==> src/rtl/dm_arbiter_pkg.sv <==
// Shared constants and types for the data-memory arbiter.
// The width constants mirror the core's data path and instruction memory size.
package dm_arbiter_pkg;

  localparam int DATA_WIDTH        = 32;
  localparam int WORDS_INSTRUCTION = 256;
  localparam int DM_ARB_LOCK_MAX   = 8;

  typedef enum logic [0:0] {
    ARB_IDLE   = 1'b0,
    ARB_LOCKED = 1'b1
  } arb_state_e;

  function automatic int idx_width(input int n);
    return (n > 1) ? $clog2(n) : 1;
  endfunction

endpackage

==> src/rtl/dm_arbiter_if.sv <==
// Requester-side bus of the data-memory arbiter.
// Addresses and write data are packed; requester i occupies slice i.
interface dm_arbiter_if
  import dm_arbiter_pkg::*;
#(
  parameter int N_REQ = 2,
  parameter int AW    = $clog2(WORDS_INSTRUCTION),
  parameter int DW    = DATA_WIDTH
);
  logic [N_REQ-1:0]    req_valid;
  logic [N_REQ-1:0]    req_we;
  logic [N_REQ-1:0]    req_lock;
  logic [N_REQ*AW-1:0] req_addr;
  logic [N_REQ*DW-1:0] req_wdata;
  logic [N_REQ-1:0]    req_ready;
  logic [N_REQ-1:0]    rsp_valid;
  logic [DW-1:0]       rsp_rdata;

  modport master (
    output req_valid, req_we, req_lock, req_addr, req_wdata,
    input  req_ready, rsp_valid, rsp_rdata
  );

  modport slave (
    input  req_valid, req_we, req_lock, req_addr, req_wdata,
    output req_ready, rsp_valid, rsp_rdata
  );
endinterface

==> src/rtl/dm_arbiter_rr_pick.sv <==
// Combinational round-robin picker: first valid bit at or after ptr, searching
// cyclically upward. Produces a one-hot grant, its index and an any-valid flag.
module dm_arbiter_rr_pick
  import dm_arbiter_pkg::*;
#(
  parameter int N  = 2,
  parameter int IW = idx_width(N)
) (
  input  logic [N-1:0]  valid,
  input  logic [IW-1:0] ptr,
  output logic [N-1:0]  grant,
  output logic [IW-1:0] idx,
  output logic          any
);

  // Cyclic priority search starting at ptr
  always_comb begin
    logic [IW-1:0] j_v;
    logic          hit_v;
    j_v   = '0;
    hit_v = 1'b0;
    grant = '0;
    idx   = '0;
    any   = 1'b0;
    for (int k = 0; k < N; k++) begin
      j_v        = IW'((int'(ptr) + k) % N);
      hit_v      = valid[j_v] & ~any;
      grant[j_v] = hit_v;
      idx        = hit_v ? j_v : idx;
      any        = any | hit_v;
    end
  end

endmodule

==> src/rtl/dm_arbiter.sv <==
// Round-robin arbiter sharing the single-port data memory between N_REQ
// requesters, with bounded-time lock for atomic read-modify-write sequences.
module dm_arbiter
  import dm_arbiter_pkg::*;
#(
  parameter int N_REQ    = 2,
  parameter int LOCK_MAX = DM_ARB_LOCK_MAX,
  parameter int AW       = $clog2(WORDS_INSTRUCTION),
  parameter int DW       = DATA_WIDTH
) (
  input  logic          clk,
  input  logic          rst_n,
  dm_arbiter_if.slave   bus,
  output logic          dm_we,
  output logic [AW-1:0] dm_address,
  output logic [DW-1:0] dm_data_in,
  input  logic [DW-1:0] dm_data_out
);

  localparam int IW = idx_width(N_REQ);
  localparam int CW = $clog2(LOCK_MAX + 1);

  arb_state_e       state_r, state_nxt_s;
  logic [IW-1:0]    rr_ptr_r, rr_ptr_nxt_s, owner_r, owner_nxt_s;
  logic [IW-1:0]    pick_ptr_s, pick_idx_s;
  logic [CW-1:0]    lock_cnt_r, lock_cnt_nxt_s;
  logic [N_REQ-1:0] owner_mask_s, pick_valid_s, pick_grant_s, rsp_valid_r;
  logic             pick_any_s, xfer_s, xfer_we_s, xfer_lock_s;
  logic [AW-1:0]    xfer_addr_s;
  logic [DW-1:0]    xfer_wdata_s, rsp_rdata_r;

  function automatic logic [IW-1:0] inc_ptr(input logic [IW-1:0] p);
    if (p == IW'(N_REQ - 1)) begin
      return '0;
    end else begin
      return p + IW'(1);
    end
  endfunction

  // While locked only the owner competes, so the picker sees a masked vector
  always_comb begin
    owner_mask_s          = '0;
    owner_mask_s[owner_r] = 1'b1;
    if (state_r == ARB_LOCKED) begin
      pick_valid_s = bus.req_valid & owner_mask_s;
      pick_ptr_s   = owner_r;
    end else begin
      pick_valid_s = bus.req_valid;
      pick_ptr_s   = rr_ptr_r;
    end
  end

  dm_arbiter_rr_pick #(.N(N_REQ), .IW(IW)) u_pick (
    .valid (pick_valid_s),
    .ptr   (pick_ptr_s),
    .grant (pick_grant_s),
    .idx   (pick_idx_s),
    .any   (pick_any_s)
  );

  // Grant and memory strobe are gated by rst_n so nothing reaches dm in reset
  assign xfer_s        = pick_any_s & rst_n;
  assign bus.req_ready = rst_n ? pick_grant_s : '0;

  // Route the winning requester onto the dm port
  always_comb begin
    xfer_we_s    = bus.req_we[pick_idx_s];
    xfer_lock_s  = bus.req_lock[pick_idx_s];
    xfer_addr_s  = bus.req_addr[pick_idx_s*AW +: AW];
    xfer_wdata_s = bus.req_wdata[pick_idx_s*DW +: DW];
    if (xfer_s) begin
      dm_we      = xfer_we_s;
      dm_address = xfer_addr_s;
      dm_data_in = xfer_wdata_s;
    end else begin
      dm_we      = 1'b0;
      dm_address = '0;
      dm_data_in = '0;
    end
  end

  // Lock FSM next state
  always_comb begin
    state_nxt_s = state_r;
    case (state_r)
      ARB_IDLE: begin
        if (xfer_s && xfer_lock_s) begin
          state_nxt_s = ARB_LOCKED;
        end else begin
          state_nxt_s = ARB_IDLE;
        end
      end
      ARB_LOCKED: begin
        if (xfer_s && !xfer_lock_s) begin
          state_nxt_s = ARB_IDLE;
        end else if (lock_cnt_r == CW'(LOCK_MAX - 1)) begin
          state_nxt_s = ARB_IDLE;
        end else begin
          state_nxt_s = ARB_LOCKED;
        end
      end
      default: state_nxt_s = ARB_IDLE;
    endcase
  end

  // Pointer, owner and hold-counter updates per state
  always_comb begin
    rr_ptr_nxt_s   = rr_ptr_r;
    owner_nxt_s    = owner_r;
    lock_cnt_nxt_s = '0;
    case (state_r)
      ARB_IDLE: begin
        if (xfer_s && xfer_lock_s) begin
          owner_nxt_s = pick_idx_s;
        end else if (xfer_s) begin
          rr_ptr_nxt_s = inc_ptr(pick_idx_s);
        end else begin
          rr_ptr_nxt_s = rr_ptr_r;
        end
      end
      ARB_LOCKED: begin
        if (state_nxt_s == ARB_IDLE) begin
          rr_ptr_nxt_s = inc_ptr(owner_r);
        end else if (lock_cnt_r != CW'(LOCK_MAX)) begin
          lock_cnt_nxt_s = lock_cnt_r + CW'(1);
        end else begin
          lock_cnt_nxt_s = lock_cnt_r;
        end
      end
      default: begin
        rr_ptr_nxt_s   = '0;
        owner_nxt_s    = '0;
        lock_cnt_nxt_s = '0;
      end
    endcase
  end

  // Arbitration state registers
  always_ff @(posedge clk or negedge rst_n) begin
    if (!rst_n) begin
      state_r    <= ARB_IDLE;
      rr_ptr_r   <= '0;
      owner_r    <= '0;
      lock_cnt_r <= '0;
    end else begin
      state_r    <= state_nxt_s;
      rr_ptr_r   <= rr_ptr_nxt_s;
      owner_r    <= owner_nxt_s;
      lock_cnt_r <= lock_cnt_nxt_s;
    end
  end

  // Registered response, read data captured at acceptance
  always_ff @(posedge clk or negedge rst_n) begin
    if (!rst_n) begin
      rsp_valid_r <= '0;
      rsp_rdata_r <= '0;
    end else if (xfer_s) begin
      rsp_valid_r <= pick_grant_s;
      rsp_rdata_r <= xfer_we_s ? '0 : dm_data_out;
    end else begin
      rsp_valid_r <= '0;
      rsp_rdata_r <= '0;
    end
  end

  assign bus.rsp_valid = rsp_valid_r;
  assign bus.rsp_rdata = rsp_rdata_r;

endmodule
==> src/flat_wrapper.sv <==
// flat-port wrapper written by rule: the top's interface ports become plain ports
module dm_arbiter_flat import dm_arbiter_pkg::*;
#(
  parameter int N_REQ    = 2,
  parameter int LOCK_MAX = DM_ARB_LOCK_MAX,
  parameter int AW       = $clog2(WORDS_INSTRUCTION),
  parameter int DW       = DATA_WIDTH
)
  (clk, rst_n, dm_we, dm_address, dm_data_in, dm_data_out, bus_req_valid, bus_req_we, bus_req_lock, bus_req_addr, bus_req_wdata, bus_req_ready, bus_rsp_valid, bus_rsp_rdata);
  dm_arbiter_if #(.N_REQ(N_REQ), .AW(AW), .DW(DW)) bus_i ();
  input  logic clk;
  input  logic rst_n;
  output logic dm_we;
  output logic [AW-1:0] dm_address;
  output logic [DW-1:0] dm_data_in;
  input  logic [DW-1:0] dm_data_out;
  input wire logic [$bits(bus_i.req_valid)-1:0] bus_req_valid;
  input wire logic [$bits(bus_i.req_we)-1:0] bus_req_we;
  input wire logic [$bits(bus_i.req_lock)-1:0] bus_req_lock;
  input wire logic [$bits(bus_i.req_addr)-1:0] bus_req_addr;
  input wire logic [$bits(bus_i.req_wdata)-1:0] bus_req_wdata;
  output wire logic [$bits(bus_i.req_ready)-1:0] bus_req_ready;
  output wire logic [$bits(bus_i.rsp_valid)-1:0] bus_rsp_valid;
  output wire logic [$bits(bus_i.rsp_rdata)-1:0] bus_rsp_rdata;
  assign bus_i.req_valid = bus_req_valid;
  assign bus_i.req_we = bus_req_we;
  assign bus_i.req_lock = bus_req_lock;
  assign bus_i.req_addr = bus_req_addr;
  assign bus_i.req_wdata = bus_req_wdata;
  assign bus_req_ready = bus_i.req_ready;
  assign bus_rsp_valid = bus_i.rsp_valid;
  assign bus_rsp_rdata = bus_i.rsp_rdata;
  dm_arbiter #(.N_REQ(N_REQ), .LOCK_MAX(LOCK_MAX), .AW(AW), .DW(DW)) u_core (.clk(clk), .rst_n(rst_n), .bus(bus_i), .dm_we(dm_we), .dm_address(dm_address), .dm_data_in(dm_data_in), .dm_data_out(dm_data_out));
endmodule
==> config.mk <==
export PLATFORM = sky130hd
export DESIGN_NAME = dm_arbiter_flat
export DESIGN_NICKNAME = d
export VERILOG_FILES = /design/src/rtl/dm_arbiter_pkg.sv /design/src/rtl/dm_arbiter_if.sv /design/src/rtl/dm_arbiter_rr_pick.sv /design/src/rtl/dm_arbiter.sv /design/src/flat_wrapper.sv
export SDC_FILE = /design/constraint.sdc
export NUM_CORES = 1
export LEC_CHECK = 0
export ABC_AREA = 1
export BUFFER_PORTS_ARGS = -buffer_cell sky130_fd_sc_hd__clkbuf_2
export CAP_MARGIN = 20
export CORE_ASPECT_RATIO = 1.2
export CORE_UTILIZATION = 39
export CTS_CLUSTER_DIAMETER = 200
export DETAILED_ROUTE_END_ITERATION = 8
export GPL_TIMING_DRIVEN = 0
export PLACE_DENSITY_LB_ADDON = 0.1
export SKIP_LAST_GASP = 1
export SYNTH_ARGS = -nofsm -noshare
export SYNTH_HDL_FRONTEND = slang
export SYNTH_SLANG_ARGS = --single-unit
==> constraint.sdc <==
create_clock -name clk -period 2.1 [get_ports clk]
set_input_delay 0 -clock clk [delete_from_list [all_inputs] [get_ports clk]]
set_output_delay 0 -clock clk [all_outputs]
set_load 0.02 [all_outputs]
==> results.yml <==
drt:
  detail-route-antenna-nets: 0
  drt_wl_total_um: 8286
  drc: 0
  first_iter_violations: 93
  drt_first_pass_iters: 4
  wire_per_inst_um: 13.09
  dr_total_vias: 2875
  via_per_inst: 4.542
synth:
  synth.ff_latch_count: 41
  netlist_area_um2: 2352
  syn_nets: 436
  synth_area_per_cell_um2: 7.491
  yosysWarnings: 0
  async_flop_share_pct: 100.0
  synthFlopType: "dfrtp_1"
  synth_cell_type_count: 27
  syn_inst: 314
  synth_edf_count: 0
  ys_seq_area_share_pct: 43.62
clock_network:
  clk_latency_ps: 290
  htree_num_levels: 2
  cts_tree: "built"
  clk_pin_slew_worst_paths_ps: 80
  clock-sinks: 41
  cts_buffers: 5
  clockBufferDepth: 2
  cts-root-buf: "clkbuf_8"
worst_hold_path:
  whs_path_depth: 4
  worstHoldEndpoint: "u_core.bus.rsp_rdata[31]$_DFF_PN0_"
  hold_class: "input pin to flip-flop"
  min-delay-start: "bus_req_we[1]"
power:
  vdd_drop_max_mv: 0.5780
  p_leak_nw: 2.340
  p_per_area_nw_per_um2: 957.4
  finalPower_mw: 3.756
place:
  io_buffers: 196
  gp_congestion: 0.8218
  dpl_worst_slack_ps: 174.1
  dp_hpwl_um: 5812
timing:
  tightest_slew_ps: 276.3
  setup_tns_ps: 0
  slew_viol_final: 0
  skew_ps: 9.413
  period_share_pct: 94.16
  finalSetupViolations: 0
  slew_headroom_pct: 81.51
  timing.fmax_mhz: 505.7
  min_period_ps: 1977
  setup_ws_ps: 122.5
  rsz0062_at_grt: "yes"
  hold_viol_final: 0
finish:
  multi_input_area_um2: 1060
  diodes: 0
  final_common_cell: "clkbuf_2"
  layout-drive-gt1-share_pct: 47.74
  nFillCells: 504
  final_nets: 675
  most-common-layout-cells: "clkbuf_2, nand2_1, inv_1, a21oi_1, dfrtp_1"
  area_growth_syn_to_layout_pct: 66.76
  seqCellArea_um2: 1026
critical_path:
  cp_data_arrival_time_ps: 1980
  reg2reg_slack_ps: 340
  endpoint_kind: "output pin"
  cp_max_fo: 10
  path_class: "flip-flop to output pin"
  r2r-end: "u_core.bus.rsp_rdata[25]$_DFF_PN0_"
  cp-startpoint: "u_core.state_r$_DFF_PN0_"
  critPathRequiredTime_ps: 2100
  worstReg2RegStart: "u_core.state_r$_DFF_PN0_"
  reg2reg_depth: 8
  crit_path_start_kind: "flip-flop"
job:
  cap_violations: 0
floorplanning:
  core-area_um2: 5743
  die_y_um: 87.08
  die_w_um: 72.90
  rows: 30
  dieArea_um2: 6347
  io_pins: 197
  initial_utilization_pct: 40.96
global_route:
  grt_usage_pct: 25.04
  grt_overflow_total: 0
  grt_pass1_wl_um: 12120
  grt_antenna_before_repair: 0
  grt_max_degree: 44
  first_global_vias: 2674
outcome:
  outcome: "complete, no violations"
registers in the layout (all words and copies together) (netlist names):
| register | flops |
|---|---|
| u_core.rr_ptr_r | 1 |
| u_core.bus.rsp_rdata | 32 |
| u_core.state_r | 1 |
| u_core.lock_cnt_r | 4 |
| u_core.bus.rsp_valid | 2 |
| u_core.owner_r | 1 |
per-layer routing:
layer	GRT usage [%]	vias to the layer above	wire (um)
met5	0	-	0
met4	9.804	0	203
met3	6.481	15	683
met2	47.07	131	4327
met1	26.22	1292	3072
li1	-	1437	-
cells in the mapped netlist, types with 3 or more instances:
library cell	n	area share (%)
nand2_2	3	0.80
nand3_1	3	0.64
nor2_1	13	2.1
nor2_2	31	8.2
buf_2	10	2.1
buf_6	4	1.9
dfrtp_1	41	44
o21ai_0	3	0.64
nand4_1	4	1.1
inv_1	43	6.9
a21oi_1	41	8.7
nand2_1	98	16
critical path, cell delays in order (launching register included):
cell	delay (ps)
dfrtp_1	370
buf_6	140
inv_4	80
nand2_2	70
nand3_2	100
nand2_4	110
clkinvlp_4	130
clkbuf_4	200
nand2_1	60
a21oi_1	220
buf_4	190
kinds of logic (layout without fill, tap and decap cells):
family,Yosys count,in the layout,share of synthesized area (%)
and+or+nand+nor,160,160,31.54
buffers and inverters,61,300,11.65
AOI/OAI and AO/OA,48,48,11.17
DFF,41,41,43.62
adders and majority gates,2,2,1.064
xor gates and xnor gates,1,1,0.3724
muxes,1,1,0.5850
stage by stage:
step | utilization (%) | hold slack (ps) | cell area (um^2) | std cells
6_report | 68.30 | 90.54 | 3923 | 633
5_1_grt | 68.30 | 106.1 | 3923 | 633
4_1_cts | 67.32 | -82.00 | 3866 | 631
3_5_place_dp | 59.78 | 200.1 | 3433 | 590
3_3_place_gp | 59.78 | 194.1 | 3433 | 590
2_1_floorplan | - | -295.6 | 2352 | 314
how the worst max path moves through the flow:
| stage | end | slack (ps) | cells after the start |
|---|---|---|---|
| 3_5_place_dp | u_core.bus.rsp_rdata[5]$_DFF_PN0_ | 170 | 6 |
| 4_1_cts | dm_data_in[16] | 60 | 10 |
| 6_report | dm_data_in[16] | 120 | 10 |
| 3_3_place_gp | dm_data_in[16] | 190 | 5 |
| 2_1_floorplan | u_core.bus.rsp_rdata[10]$_DFF_PN0_ | 590 | 8 |
| 5_1_grt | dm_data_in[16] | -10 | 10 |
area by class of cell:
cell class / count / area share [%]
clock inverters: 1 / 0.1914
clock buffers: 6 / 2.105
repair buffers: 232 / 34.58
multi-input cells: 212 / 27.02
well taps: 80 / 2.552
plain buffers: 16 / 2.935
inverters: 45 / 4.466
flip-flops and latches: 41 / 26.16
power by group:
group	internal (mW)	total, mW	switching, mW	leakage [nW]
sequential	0.932	1.00	0.0709	0.552
combinational	0.755	2.22	1.46	1.74
clock	0.260	0.537	0.277	0.0433
total	1.95	3.76	1.81	2.34
what timing repair did:
action / in CTS / in global routing
hold buffers: 34 / 1
endpoints found under the setup margin: 9 / 21
gates cloned: 0 / 0
buffers inserted: 0 / 0
resized for setup: 2 / 11
endpoints found under the hold margin: 74 / 41
(Power assumes the default switching activity.)
